File: src/rtl/DisplayPkg.sv
// rtl/DisplayPkg.sv - shared segment encodings, FSM states and BCD sizing helper
// Contents: tSegment, SegDigit[0:9], SegBlank, SegMinus, tState, BcdDigitsFor()
package DisplayPkg;

    typedef logic [6:0] tSegment;

    // Active-low gfedcba patterns
    localparam tSegment SegBlank = 7'h7F;
    localparam tSegment SegMinus = 7'h3F;
    localparam tSegment SegDigit [0:9] = '{
        7'h40, 7'h79, 7'h24, 7'h30, 7'h19,
        7'h12, 7'h02, 7'h78, 7'h00, 7'h10
    };

    typedef enum logic [1:0] {
        StIdle,
        StShift,
        StUpdate
    } tState;

    // Decimal digits needed for 2^(width-1), the largest magnitude of a
    // width-bit two's-complement value (width <= 64).
    function automatic int BcdDigitsFor(input int width);
        longint unsigned v;
        int              d;
        v = 64'd1 << (width - 1);
        d = 1;
        while (v >= 64'd10) begin
            v = v / 64'd10;
            d = d + 1;
        end
        return d;
    endfunction

endpackage

File: src/rtl/seven_seg_digit.sv
// rtl/seven_seg_digit.sv - combinational BCD to active-low seven-segment decoder
// Ports: bcd (4-bit code in), seg (active-low gfedcba out; blank for 10-15)
module seven_seg_digit
    import DisplayPkg::*;
(
    input  logic [3:0] bcd,
    output tSegment    seg
);

    always_comb begin
        seg = SegBlank;
        if (bcd <= 4'd9) begin
            seg = SegDigit[bcd];
        end
    end

endmodule

File: src/rtl/signed_bcd_display.sv
// rtl/signed_bcd_display.sv - sequential signed binary to seven-segment decimal display driver
// Ports: Clock, nReset (async active-low), Start/Value (request + signed operand),
//        Busy, Done (one-cycle pulse), Overflow, Segments (sign digit on top, units at [6:0]).
// Build option: SIGNED_BCD_DISPLAY_BLANK_EN enables leading-zero suppression.
module signed_bcd_display
    import DisplayPkg::*;
#(
    parameter int DataWidth = 8,
    parameter int NumDigits = 3
) (
    input  logic                         Clock,
    input  logic                         nReset,
    input  logic                         Start,
    input  logic [DataWidth-1:0]         Value,
    output logic                         Busy,
    output logic                         Done,
    output logic                         Overflow,
    output logic [(NumDigits+1)*7-1:0]   Segments
);

    localparam int BcdDigits = BcdDigitsFor(DataWidth);
    // Wide enough to address every displayed digit and every converted digit
    localparam int ExtDigits = (NumDigits > BcdDigits) ? NumDigits : BcdDigits;
    localparam int CntWidth  = $clog2(DataWidth + 1);

    tState                        state;
    tState                        state_next;
    logic [DataWidth-1:0]         mag;
    logic [BcdDigits*4-1:0]       bcd;
    logic [BcdDigits*4-1:0]       bcd_adj;
    logic [ExtDigits*4-1:0]       bcd_ext;
    logic [CntWidth-1:0]          count;
    logic                         negative;
    tSegment                      digit_seg [NumDigits];
    logic [(NumDigits+1)*7-1:0]   seg_next;
    logic                         ovf_next;

    always_ff @(posedge Clock or negedge nReset) begin
        if (!nReset) begin
            state <= StIdle;
        end else begin
            state <= state_next;
        end
    end

    always_comb begin
        state_next = state;
        case (state)
            StIdle:   if (Start) state_next = StShift;
            StShift:  if (count == CntWidth'(1)) state_next = StUpdate;
            StUpdate: state_next = StIdle;
            default:  state_next = StIdle;
        endcase
    end

    assign Busy = (state != StIdle);

    // Add-3 correction applied to every digit before each shift
    always_comb begin
        bcd_adj = '0;
        for (int i = 0; i < BcdDigits; i++) begin
            bcd_adj[i*4 +: 4] = (bcd[i*4 +: 4] >= 4'd5) ? (bcd[i*4 +: 4] + 4'd3)
                                                        : bcd[i*4 +: 4];
        end
    end

    always_ff @(posedge Clock or negedge nReset) begin
        if (!nReset) begin
            mag      <= '0;
            bcd      <= '0;
            count    <= '0;
            negative <= 1'b0;
        end else begin
            case (state)
                StIdle: begin
                    if (Start) begin
                        negative <= Value[DataWidth-1];
                        // Unsigned DataWidth bits hold 2^(DataWidth-1) exactly
                        mag      <= Value[DataWidth-1] ? (-Value) : Value;
                        bcd      <= '0;
                        count    <= CntWidth'(DataWidth);
                    end
                end
                StShift: begin
                    {bcd, mag} <= {bcd_adj, mag} << 1;
                    count      <= count - CntWidth'(1);
                end
                default: ;
            endcase
        end
    end

    always_comb begin
        bcd_ext = '0;
        bcd_ext[BcdDigits*4-1:0] = bcd;
    end

    for (genvar g = 0; g < NumDigits; g++) begin : g_digit
        seven_seg_digit u_digit (
            .bcd (bcd_ext[g*4 +: 4]),
            .seg (digit_seg[g])
        );
    end

    always_comb begin
        ovf_next = 1'b0;
        for (int i = NumDigits; i < ExtDigits; i++) begin
            if (bcd_ext[i*4 +: 4] != 4'd0) ovf_next = 1'b1;
        end
    end

    always_comb begin
`ifdef SIGNED_BCD_DISPLAY_BLANK_EN
        logic leading;
        leading  = 1'b1;
`endif
        seg_next = '1;
        // Scan from the most significant digit down so blanking stops at the
        // first nonzero digit; the units digit always shows.
        for (int i = NumDigits - 1; i >= 0; i--) begin
`ifdef SIGNED_BCD_DISPLAY_BLANK_EN
            if (leading && (i != 0) && (bcd_ext[i*4 +: 4] == 4'd0)) begin
                seg_next[i*7 +: 7] = SegBlank;
            end else begin
                leading            = 1'b0;
                seg_next[i*7 +: 7] = digit_seg[i];
            end
`else
            seg_next[i*7 +: 7] = digit_seg[i];
`endif
        end
        seg_next[NumDigits*7 +: 7] = negative ? SegMinus : SegBlank;
        if (ovf_next) begin
            seg_next = {(NumDigits+1){SegMinus}};
        end
    end

    // Outputs only change on the UPDATE edge so the display never shows
    // intermediate shift results.
    always_ff @(posedge Clock or negedge nReset) begin
        if (!nReset) begin
            Segments <= '1;
            Overflow <= 1'b0;
            Done     <= 1'b0;
        end else begin
            Done <= (state == StUpdate);
            if (state == StUpdate) begin
                Segments <= seg_next;
                Overflow <= ovf_next;
            end
        end
    end

endmodule

File: config.mk
export PLATFORM = sky130hd
export DESIGN_NAME = signed_bcd_display
export DESIGN_NICKNAME = d
export VERILOG_FILES = /design/src/rtl/DisplayPkg.sv /design/src/rtl/seven_seg_digit.sv /design/src/rtl/signed_bcd_display.sv
export SDC_FILE = /design/constraint.sdc
export NUM_CORES = 1
export LEC_CHECK = 0
export CAP_MARGIN = 5
export CORE_MARGIN = 2
export CORE_UTILIZATION = 45
export DETAILED_ROUTE_END_ITERATION = 6
export GPL_ROUTABILITY_DRIVEN = 1
export GPL_TIMING_DRIVEN = 0
export PLACE_DENSITY = 0.71
export SETUP_SLACK_MARGIN = 0.05
export SYNTH_ARGS = -nofsm -noshare
export SYNTH_HDL_FRONTEND = slang
export SYNTH_SLANG_ARGS = --single-unit
File: constraint.sdc
create_clock -name Clock -period 1.5 [get_ports Clock]
set_input_delay 0.3 -clock Clock [delete_from_list [all_inputs] [get_ports Clock]]
set_output_delay 0.3 -clock Clock [all_outputs]
set_load 0.05 [all_outputs]
-- Yosys cells after proc, flatten, opt, wreduce, memory -nomap -nowiden
Memories as Yosys holds them, arrays and structs flattened.
Index checks and enable logic that the tools add are counted.
- flip-flop bits (word level): 56
- latch bits: 0
- RAM bits: 0
- bits in read-only memories: 336
- output and inout port bits: 31
- word-level logic and storage cells: 61
- memories: 3
- $add $sub $neg: 5
- multipliers: 0
- div/mod/pow operators: 0
- magnitude comparators: 9
- equal/unequal tests: 5
- shift-type cells: 0
- mux-type cells: 23
- bitwise logic cells: 3
- reduce and logical (&&, ||, !) cells: 6
- memory list (name ; words ; width ; read ports ; clocked after memory_dff ; wr ports ; line ; source):
    (no name shown) ; 16 ; 7 ; 1 ; 0 ; 0 ; seven_seg_digit.sv:13 ; seg = SegDigit[bcd];
    (no name shown) ; 16 ; 7 ; 1 ; 0 ; 0 ; seven_seg_digit.sv:13 ;
    (no name shown) ; 16 ; 7 ; 1 ; 0 ; 0 ; seven_seg_digit.sv:13 ;
- operators by type and width (kind ; count):
    two-way mux 7 bit ; 10
    case mux 12 bit (2 select lines) ; 1
    two-way mux 8 bit ; 2
    case mux 8 bit (2 select lines) ; 1
    greater-or-equal comparator 5 bit (second input constant) ; 3
    NOT 4 -> 5 bit ; 3
    greater-or-equal comparator 4 x 3 -> 1 bit (second input constant) ; 3
    <= comparator 4 bit (second input constant) ; 3
    two-way mux 12 bit ; 1
    two-way mux 4 bit ; 3
    adder 4 x 2 -> 4 bit (second input constant) ; 2
    negator 8 bit ; 1
    case mux 4 bit (2 select lines) ; 1
    AND reduction 2 bit ; 3
    equality test 4 x 1 -> 1 bit (second input constant) ; 1
    two-way mux 2 bit ; 2
    inequality test 2 bit (second input constant) ; 2
    case mux 2 bit (2 select lines) ; 1
    nonzero test 2 bit ; 2
    subtractor 4 x 1 -> 4 bit (second input constant) ; 1
    adder 3 x 2 -> 3 bit (second input constant) ; 1
    two-way mux 3 bit ; 1
    equality test 2 x 1 -> 1 bit (second input constant) ; 1
    equality test 2 bit (second input constant) ; 1
    logical NOT 2 bit ; 1

-- Logic depth before layout (Yosys ltp)
Gate-level depths: netlist (run 1).
- word-level depth: 5
- gate-level depth with buffers: 6

-- Cells and area by module
A second synthesis (run 1) with hierarchy kept.
- cell total of the unflattened synthesis: 303
- area, all modules: 3005.4 um^2
- modules (own cells, without submodules) (module ; instances ; cells an instance ; area an instance (um^2)):
    signed_bcd_display ; 1 ; 213 ; 2386.0
    seven_seg_digit ; 3 ; 30 ; 206.4

-- Worst setup path before layout (run 1)
Ideal clock, no wire load.
- kind: register to register
- start point: reg bcd[4]
- end point: reg bcd[6]
- setup time: 134 ps
- arrival time: 1348 ps
- required time: 1366 ps
- setup slack: 18 ps
- stages on the path, launching flop included: 7
- buffers on the path: 0
- clock period less this slack: 1482 ps
- cell sequence: dfrtp_1 -> inv_1 -> ha_1 -> nand2b_1 -> a21oi_1 -> mux2i_1 -> o21ai_0
- cells in the longest elaborated chain, start to end: 3
- elaborated cells between the ends (all ways): 4
- those cells by class: 1 x add/sub; 1 x order compare; 2 x mux
- ends and longest elaborated chain (item ; line ; source):
    from (decl) ; signed_bcd_display.sv:29 ; logic [BcdDigits*4-1:0] bcd;
    from (signal assigned) ; signed_bcd_display.sv:85 ; {bcd, mag} <= {bcd_adj, mag} << 1;
    adder 4 x 2 -> 4 bit / greater-or-equal comparator 4 x 3 -> 1 bit (equally long branches) ; signed_bcd_display.sv:62 ; bcd_adj[i*4 +: 4] = (bcd[i*4 +: 4] >= 4'd5) ? (bcd[i*4 +: 4] + 4'd3)
    two-way mux 4 bit * ; signed_bcd_display.sv:62 ;
    case mux 12 bit (2 select lines) * ; signed_bcd_display.sv:74 ; case (state)
Every way passes the cells marked *; elsewhere a longest branch is shown, timed or not.
A chain may end at the register's enable or synchronous reset.

-- Worst setup path in the final report (run 1)
- start point: reg state[0]
- end point: out Busy
- cells in the longest elaborated chain, start to end: 1
- ends and longest elaborated chain (item ; line ; source):
    from (decl) ; signed_bcd_display.sv:26 ; tState state;
    from (signal assigned) ; signed_bcd_display.sv:40 ; state <= StIdle;
    from (signal assigned) ; signed_bcd_display.sv:42 ; state <= state_next;
    nonzero test 2 bit ; signed_bcd_display.sv:56 ; assign Busy = (state != StIdle);
    to (decl) ; signed_bcd_display.sv:15 ; output logic Busy,
Every way passes these cells.

==> results of run 1 <==
through the flow:
| step | setup TNS [ps] | setup WS, ps | area (sq um) | utilization |
|---|---|---|---|---|
| finish | -44.79 | -44.79 | 3829 | 0.6099 |
| CTS | -41.21 | -41.21 | 3483 | 0.5549 |
| global route | -111.7 | -71.62 | 3829 | 0.6099 |
| detailed placement | -8492 | -361.9 | 3359 | 0.5352 |
| global placement | -60490 | -1284 | 3344 | 0.5328 |
| floorplan | 0 | 71.89 | 2918 | - |
synthesized netlist by cell type, types with 7 or more instances:
cell type,instances
xnor2_1,8
nand3_1,10
dfrtp_1,28
nand2_1,17
buf_2,7
buf_4,9
nor2_1,19
dfstp_2,22
a21oi_1,19
nand2b_1,9
ha_1,18
o22a_1,16
o21ai_0,14
inv_1,15
what timing repair did:
item	in CTS	in global routing
pin swaps	2	19
setup buffers	12	16
gates cloned	0	2
setup endpoints to repair	57	34
resized for setup	141	45
hold endpoints to repair	12	0
hold buffers	1	0
final timing paths:
check / end / slack [ps]
setup / recovery: Busy / -40
hold / removal: negative / 290
setup reg to reg: count[2] / 50
hold reg to reg: Segments[27] / 460
max in group asynchronous: Segments[10] / 460
min in group asynchronous: count[1] / 450
power groups by stage:
stage                     clock network [mW]  logic (mW)  registers, mW
final                                  0.766        5.54           2.63
after global routing                   0.829        5.99           2.72
after CTS                              0.775        4.75           2.56
after detailed placement                   0        4.65           2.62
after global placement                     0        4.55           2.59
after floorplan                            0        2.44           3.64
cell families (layout without fill, tap and decap cells):
kind of cell	count (synthesis)	count (layout)	synth area share
AO/OA/AOI/OAI	85	85	0.2077
XOR/XNOR	11	11	0.03332
adder cells (fa/ha/maj)	18	18	0.07789
buffers and inverters	39	112	0.07702
flip-flops	50	50	0.4422
multiplexers	3	3	0.01039
other	2	7	0.002597
AND/OR/NAND/NOR	81	81	0.1489
critical path: stages (launching register included):
cell and delay [ps]:
dfrtp_1 420, buf_6 140, or2_4 230, buf_8 150
flip-flops by register name, summed over array words and instances (netlist names):
signal    flops
Done          1
state         2
bcd          12
mag           8
negative      1
count         4
Segments     22
per-layer routing:
metal	vias to the layer above	track usage	part of all wire
li1	1152	-	-
met1	1128	0.2316	0.45
met2	45	0.2958	0.50
met3	5	0.02753	0.039
met4	0	0.05718	0.014
met5	-	0	0
cells in the final DEF, fill, tap and decap left out, types with 3 or more instances in the layout:
| master | count |
|---|---|
| a21oi_1 | 16 |
| a22o_1 | 3 |
| a22oi_2 | 3 |
| buf_2 | 29 |
| buf_4 | 37 |
| buf_6 | 5 |
| clkbuf_1 | 4 |
| clkbuf_8 | 5 |
| clkdlybuf4s50_1 | 4 |
| conb_1 | 7 |
| dfrtp_1 | 24 |
| dfrtp_2 | 4 |
| dfstp_2 | 22 |
| dlygate4sd2_1 | 3 |
| ha_1 | 11 |
| ha_4 | 7 |
| inv_1 | 9 |
| inv_2 | 3 |
| inv_4 | 4 |
| mux2i_1 | 3 |
| nand2_1 | 17 |
| nand2b_1 | 5 |
| nand2b_4 | 3 |
| nand3_1 | 10 |
| nor2_1 | 19 |
| nor2b_1 | 6 |
| nor3_1 | 5 |
| o21ai_0 | 12 |
| o21ai_1 | 6 |
| o21ai_2 | 4 |
| o22a_1 | 16 |
| o31ai_1 | 5 |
| xnor2_1 | 8 |
| xor2_1 | 3 |
cell type report:
type | instances | area share
multi-input combinational | 205 | 0.4265
clock buffer | 8 | 0.02092
timing repair buffer | 65 | 0.1265
sequential | 50 | 0.3353
inverter | 17 | 0.02059
tap | 77 | 0.02516
buffer | 22 | 0.04510
==> flow_summary.toml, run 1 <==
[final_layout]
nFillCells = 516
multiInputGateArea_sq_um = 1633
n_antenna_cell = 0
layout-drive-gt1-share = 0.4114
ff_latch_area_sq_um = 1284
syn_to_final_growth_pct = 32.41
instances_no_fill = 444
fin_nets = 395

[route]
antenna_left = 0
drcViolationCount = 0
wire_per_inst_um = 14.72
routed_wirelength_um = 6534
num_vias = 2330
firstDrtPassIters = 4
via_per_inst = 5.248
drt_iter0_markers = 136

[logic_synthesis]
yosysTopAreaCell = "dfrtp_1"
synthCells = 289
synthArstFlopShare = 1.000
synth_ff_type = "dfrtp_1"
syn_area_sq_um = 2892
yosysSeqAreaShare = 0.4422
synth_area_leaders = "dfrtp_1 24%, dfstp_2 20%, ha_1 7.8%"
yosys.area.top_type_share = 0.2423
syn_area_per_cell_sq_um = 10.01
ys_ff_latch = 50
synthDistinctLibCells = 51
ys_warn_count = 0
synth-edff-count = 0

[power_and_ir_drop]
ir_drop_v = 0.001382
intPower_mw = 4.808
p_seq_frac = 0.294
power_switching_mw = 4.129
pwr-share-comb = 0.620
leakagePower_nw = 1.693
finalPower_mw = 8.937
p_per_area_nw_per_um2 = 2334
sw_frac_of_total = 0.4620
clockPowerShare = 0.086

[place]
dp_hpwl_um = 4116
port_buffers = 33
gp_congestion = 0.8510
dp.cells = 405

[timing]
setup_viol = 1
slew_viol_final = 0
whs_ps = 291.0
fmax_mhz = 647.3
skew_ps = 6.562
rsz0062_at_grt = "yes"
finalHoldViolations = 0
min_period_over_period = 1.030
period_needed_ps = 1545
layout_setup_ws_ps = -44.79

[global_routing]
antenna_found_initial = 0
grt_overflow = 0
grt_max_degree = 34
grt_first_pass_wirelength_um = 10070
gr-usage-all-layers = 0.1752
grt_pass1_vias = 2132

[worst_hold_path]
hold_depth = 3
min-delay-start = "Value[7]"
min_path_type = "in2reg"

[clocking]
cts_sinks = 50
clk_pin_slew_worst_paths_ps = 90
clk_latency_ps = 310
cts_root_buf = "clkbuf_8"
htree_levels = 2
clockBufferDepth = 2
cts_tree = "yes"
numCtsBuffers = 5

[critical_path]
crit_type = "reg2out"
reg2reg_from = "state[0]"
critPathLaunch = "state[0]"
arrival_ps = 1240
cp-start-kind = "register"
end_kind = "output port"
path_max_fanout = 5
rr_worst_depth = 6
cp.required_ps = 1200

[job]
drv_cap = 0

[outcome]
status = "complete, but fails checks"
violations = "negative setup slack"

[floorplanning]
row_count = 29
die_area_sq_um = 7083
die_height_um = 84.16
initial_core_util = 0.4606
core_region_area_sq_um = 6277
ios = 42
die_w_um = 84.16
No activity file was read; power rests on OpenSTA's default activity.
==> inputs of run 2 (changes only) <==
--- a/config.mk
+++ b/config.mk
@@ -5,8 +5,9 @@
 export SDC_FILE = /design/constraint.sdc
 export NUM_CORES = 1
 export LEC_CHECK = 0
+export ABC_AREA = 1
 export CAP_MARGIN = 5
-export CORE_MARGIN = 2
+export CORE_MARGIN = 5
 export CORE_UTILIZATION = 45
 export DETAILED_ROUTE_END_ITERATION = 6
 export GPL_ROUTABILITY_DRIVEN = 1
==> run 2 against run 1 <==
Compared with the run above:
- the run now ends clean
- core utilization fell by 5.7 points
- combinational power decreased by 13%
- die area is 13% higher
- final cell count grew 13%
- clock skew is 1.3 ps lower
- synthesized cell count grew 26%
- total power shrank 7.9%
- sequential share of layout area rose by 3.7 points
- sequential cell count is the same
- clock power increased by 5.2%
==> flow_summary.toml, run 2 <==
[critical_path]
cp-start-kind = "register"
cp.required_ps = 1200
crit_type = "reg2out"
cp_cell_sequence = "buf_2"
path_max_fanout = 2
end_kind = "output port"
worst-path-buf-inv = 1
crit_family = "flip-flops"
critPathMaxStageDelay_ps = 550
r2r_setup_slack_ps = 100
arrival_ps = 1100
critPathSlowestCell = "dfstp_2"

[place]
gp_congestion = 0.8685
dp_hpwl_um = 4432
place_ws_ps = -126.5
port_buffers = 34

[clocking]
clockBufferDepth = 2
clk_latency_ps = 300
cts_root_buf = "clkbuf_8"
cts_tree = "yes"
htree_levels = 2
cts_sinks = 50
numCtsBuffers = 5
clk_pin_slew_worst_paths_ps = 90

[timing]
setup_viol = 0
layout_setup_ws_ps = 98.11
skew_ps = 5.275
rsz0062_at_grt = "yes"
finalHoldViolations = 0
slew_viol_final = 0
fmax_mhz = 713.3
period_needed_ps = 1402
min_period_over_period = 0.9346

[floorplanning]
core_region_area_sq_um = 6241
die_height_um = 89.55
die_w_um = 89.55
row_count = 29
initial_core_util = 0.4563
ios = 42
die_area_sq_um = 8019

[global_routing]
grt_max_degree = 36
grtUsageMet3 = 0.02857
grt.met1_usage = 0.2171
busiest_layer = "met2"
antenna_found_initial = 0
grt_first_pass_wirelength_um = 10680
grt_use_met2 = 0.2832
gr-usage-all-layers = 0.1649
grt_pass1_vias = 2382
grt_overflow = 0

[logic_synthesis]
yosysSeqAreaShare = 0.4490
synth_most_common_cell = "nand2_1"
synthArstFlopShare = 1.000
synth-edff-count = 0
synth_ff_type = "dfrtp_1"
yosys.area.top_type_share = 0.2460
ys_ff_latch = 50
syn_area_sq_um = 2848
ys_warn_count = 0
synthCells = 364
yosysTopAreaCell = "dfrtp_1"
synthDistinctLibCells = 28
netlist_top_cells_count = "100 x nand2_1, 45 x nor2_1, 35 x nand3_1, 29 x inv_1, 28 x dfrtp_1"
synth_area_leaders = "dfrtp_1 25%, dfstp_2 20%, nand2_1 13%"
syn_area_per_cell_sq_um = 7.823

[route]
drcViolationCount = 0
via_per_inst = 4.924
firstDrtPassIters = 4
routed_wirelength_um = 6351
drt_iter0_markers = 111
num_vias = 2467
wire_per_inst_um = 12.68
antenna_left = 0

[final_layout]
layout-drive-gt1-share = 0.2712
syn_to_final_growth_pct = 21.22
mostFrequentLayoutCell = "nand2_1"
largestRegisters = "Segments x22, bcd x12, mag x8"
largest_reg_flops = 22
nFillCells = 566
n_antenna_cell = 0
fin_nets = 452
mostFrequentLayoutCells = "97 x nand2_1, 44 x nor2_1, 34 x nand3_1"
largest-register = "Segments"

[power_and_ir_drop]
finalPower_mw = 8.230
ir_drop_v = 0.001129
leakagePower_nw = 1.710
p_per_area_nw_per_um2 = 2384

[worst_hold_path]
min_path_type = "in2async"

[job]
drv_cap = 0

[outcome]
status = "finished clean"
run 2: cell types whose count changed after synthesis, sizes merged, moves of 5 or more:
| cell | change |
|---|---|
| buf | -6 |
| nor2b | -7 |
| nor3 | -5 |
| inv | +19 |
| nand3 | +26 |
| o22a | -16 |
| nand2b | -9 |
| a22oi | -5 |
| xnor2 | -8 |
| o31ai | -5 |
| nor2 | +28 |
| nand2 | +84 |
run 2: what timing repair did:
action,CTS,global route
hold buffers,1,0
gates cloned,0,0
pin swaps,1,5
setup endpoints to repair,35,31
endpoints found under the hold margin,8,0
setup buffers,2,9
gates resized for setup,118,27
run 2: cells by family after synthesis:
family | after synthesis | share of synthesized area
fa+ha+maj | 18 | 0.07909
other cells | 2 | 0.002637
simple gates | 184 | 0.2676
xor+xnor | 1 | 0.003076
buf+inv | 51 | 0.08699
compound gates | 58 | 0.1116
flops | 50 | 0.4490
run 2: worst reg2reg max path, stage by stage (launching register included):
cell      delay, ps
dfrtp_1         430
inv_2           150
ha_4            160
inv_2            30
o211ai_1        160
buf_4           180
nand2_2          50
nor2_2          120
nor2_1           50
run 2: worst paths after layout:
| kind | from | endpoint | cells after the start |
|---|---|---|---|
| hold reg to reg | negative | Segments[27] | 1 |
| max in group asynchronous | nReset | Segments[27] | 3 |
| setup reg to reg | bcd[9] | Segments[18] | 8 |
| hold / removal | nReset | count[0] | 2 |
| setup / recovery | Segments[1] | Segments[1] | 1 |
| min in group Clock | negative | Segments[27] | 1 |
run 2: metrics by stage:
step	cell area (sq um)	cells	hold slack (ps)	util	TNS [ps]
floorplan	2867	369	4.409	-	0
global placement	3303	480	456.0	0.5293	-58530
detailed placement	3318	481	258.6	0.5317	-4248
CTS	3321	492	466.9	0.5321	0
global route	3452	501	492.7	0.5531	0
finish	3452	501	450.8	0.5531	0
run 2: routing by layer:
metal / vias to the layer above / share of wire / wire [um]
met2: 50 / 0.48 / 3047
met1: 1140 / 0.46 / 2943
met4: 0 / 0.0063 / 40
met3: 4 / 0.050 / 320
li1: 1273 / - / -
met5: - / 0 / 0
run 2: layout make-up:
cell class / instances / area, sq um / area share
clock buffer: 7 / 86.33 / 0.02501
tap: 77 / 96.34 / 0.02791
clock inverter: 1 / 5.005 / 0.001450
buffer: 15 / 110.1 / 0.03190
inverter: 36 / 137.6 / 0.03987
sequential: 50 / 1284 / 0.3719
multi-input combinational: 268 / 1403 / 0.4063
timing repair buffer: 47 / 330.3 / 0.09569
run 2: power by group:
group          internal [mW]  switching (mW)  leakage [nW]  total [mW]
Clock                  0.373           0.433        0.0482       0.806
Combinational           1.57            3.27          1.09        4.84
Sequential              2.17           0.413         0.574        2.58
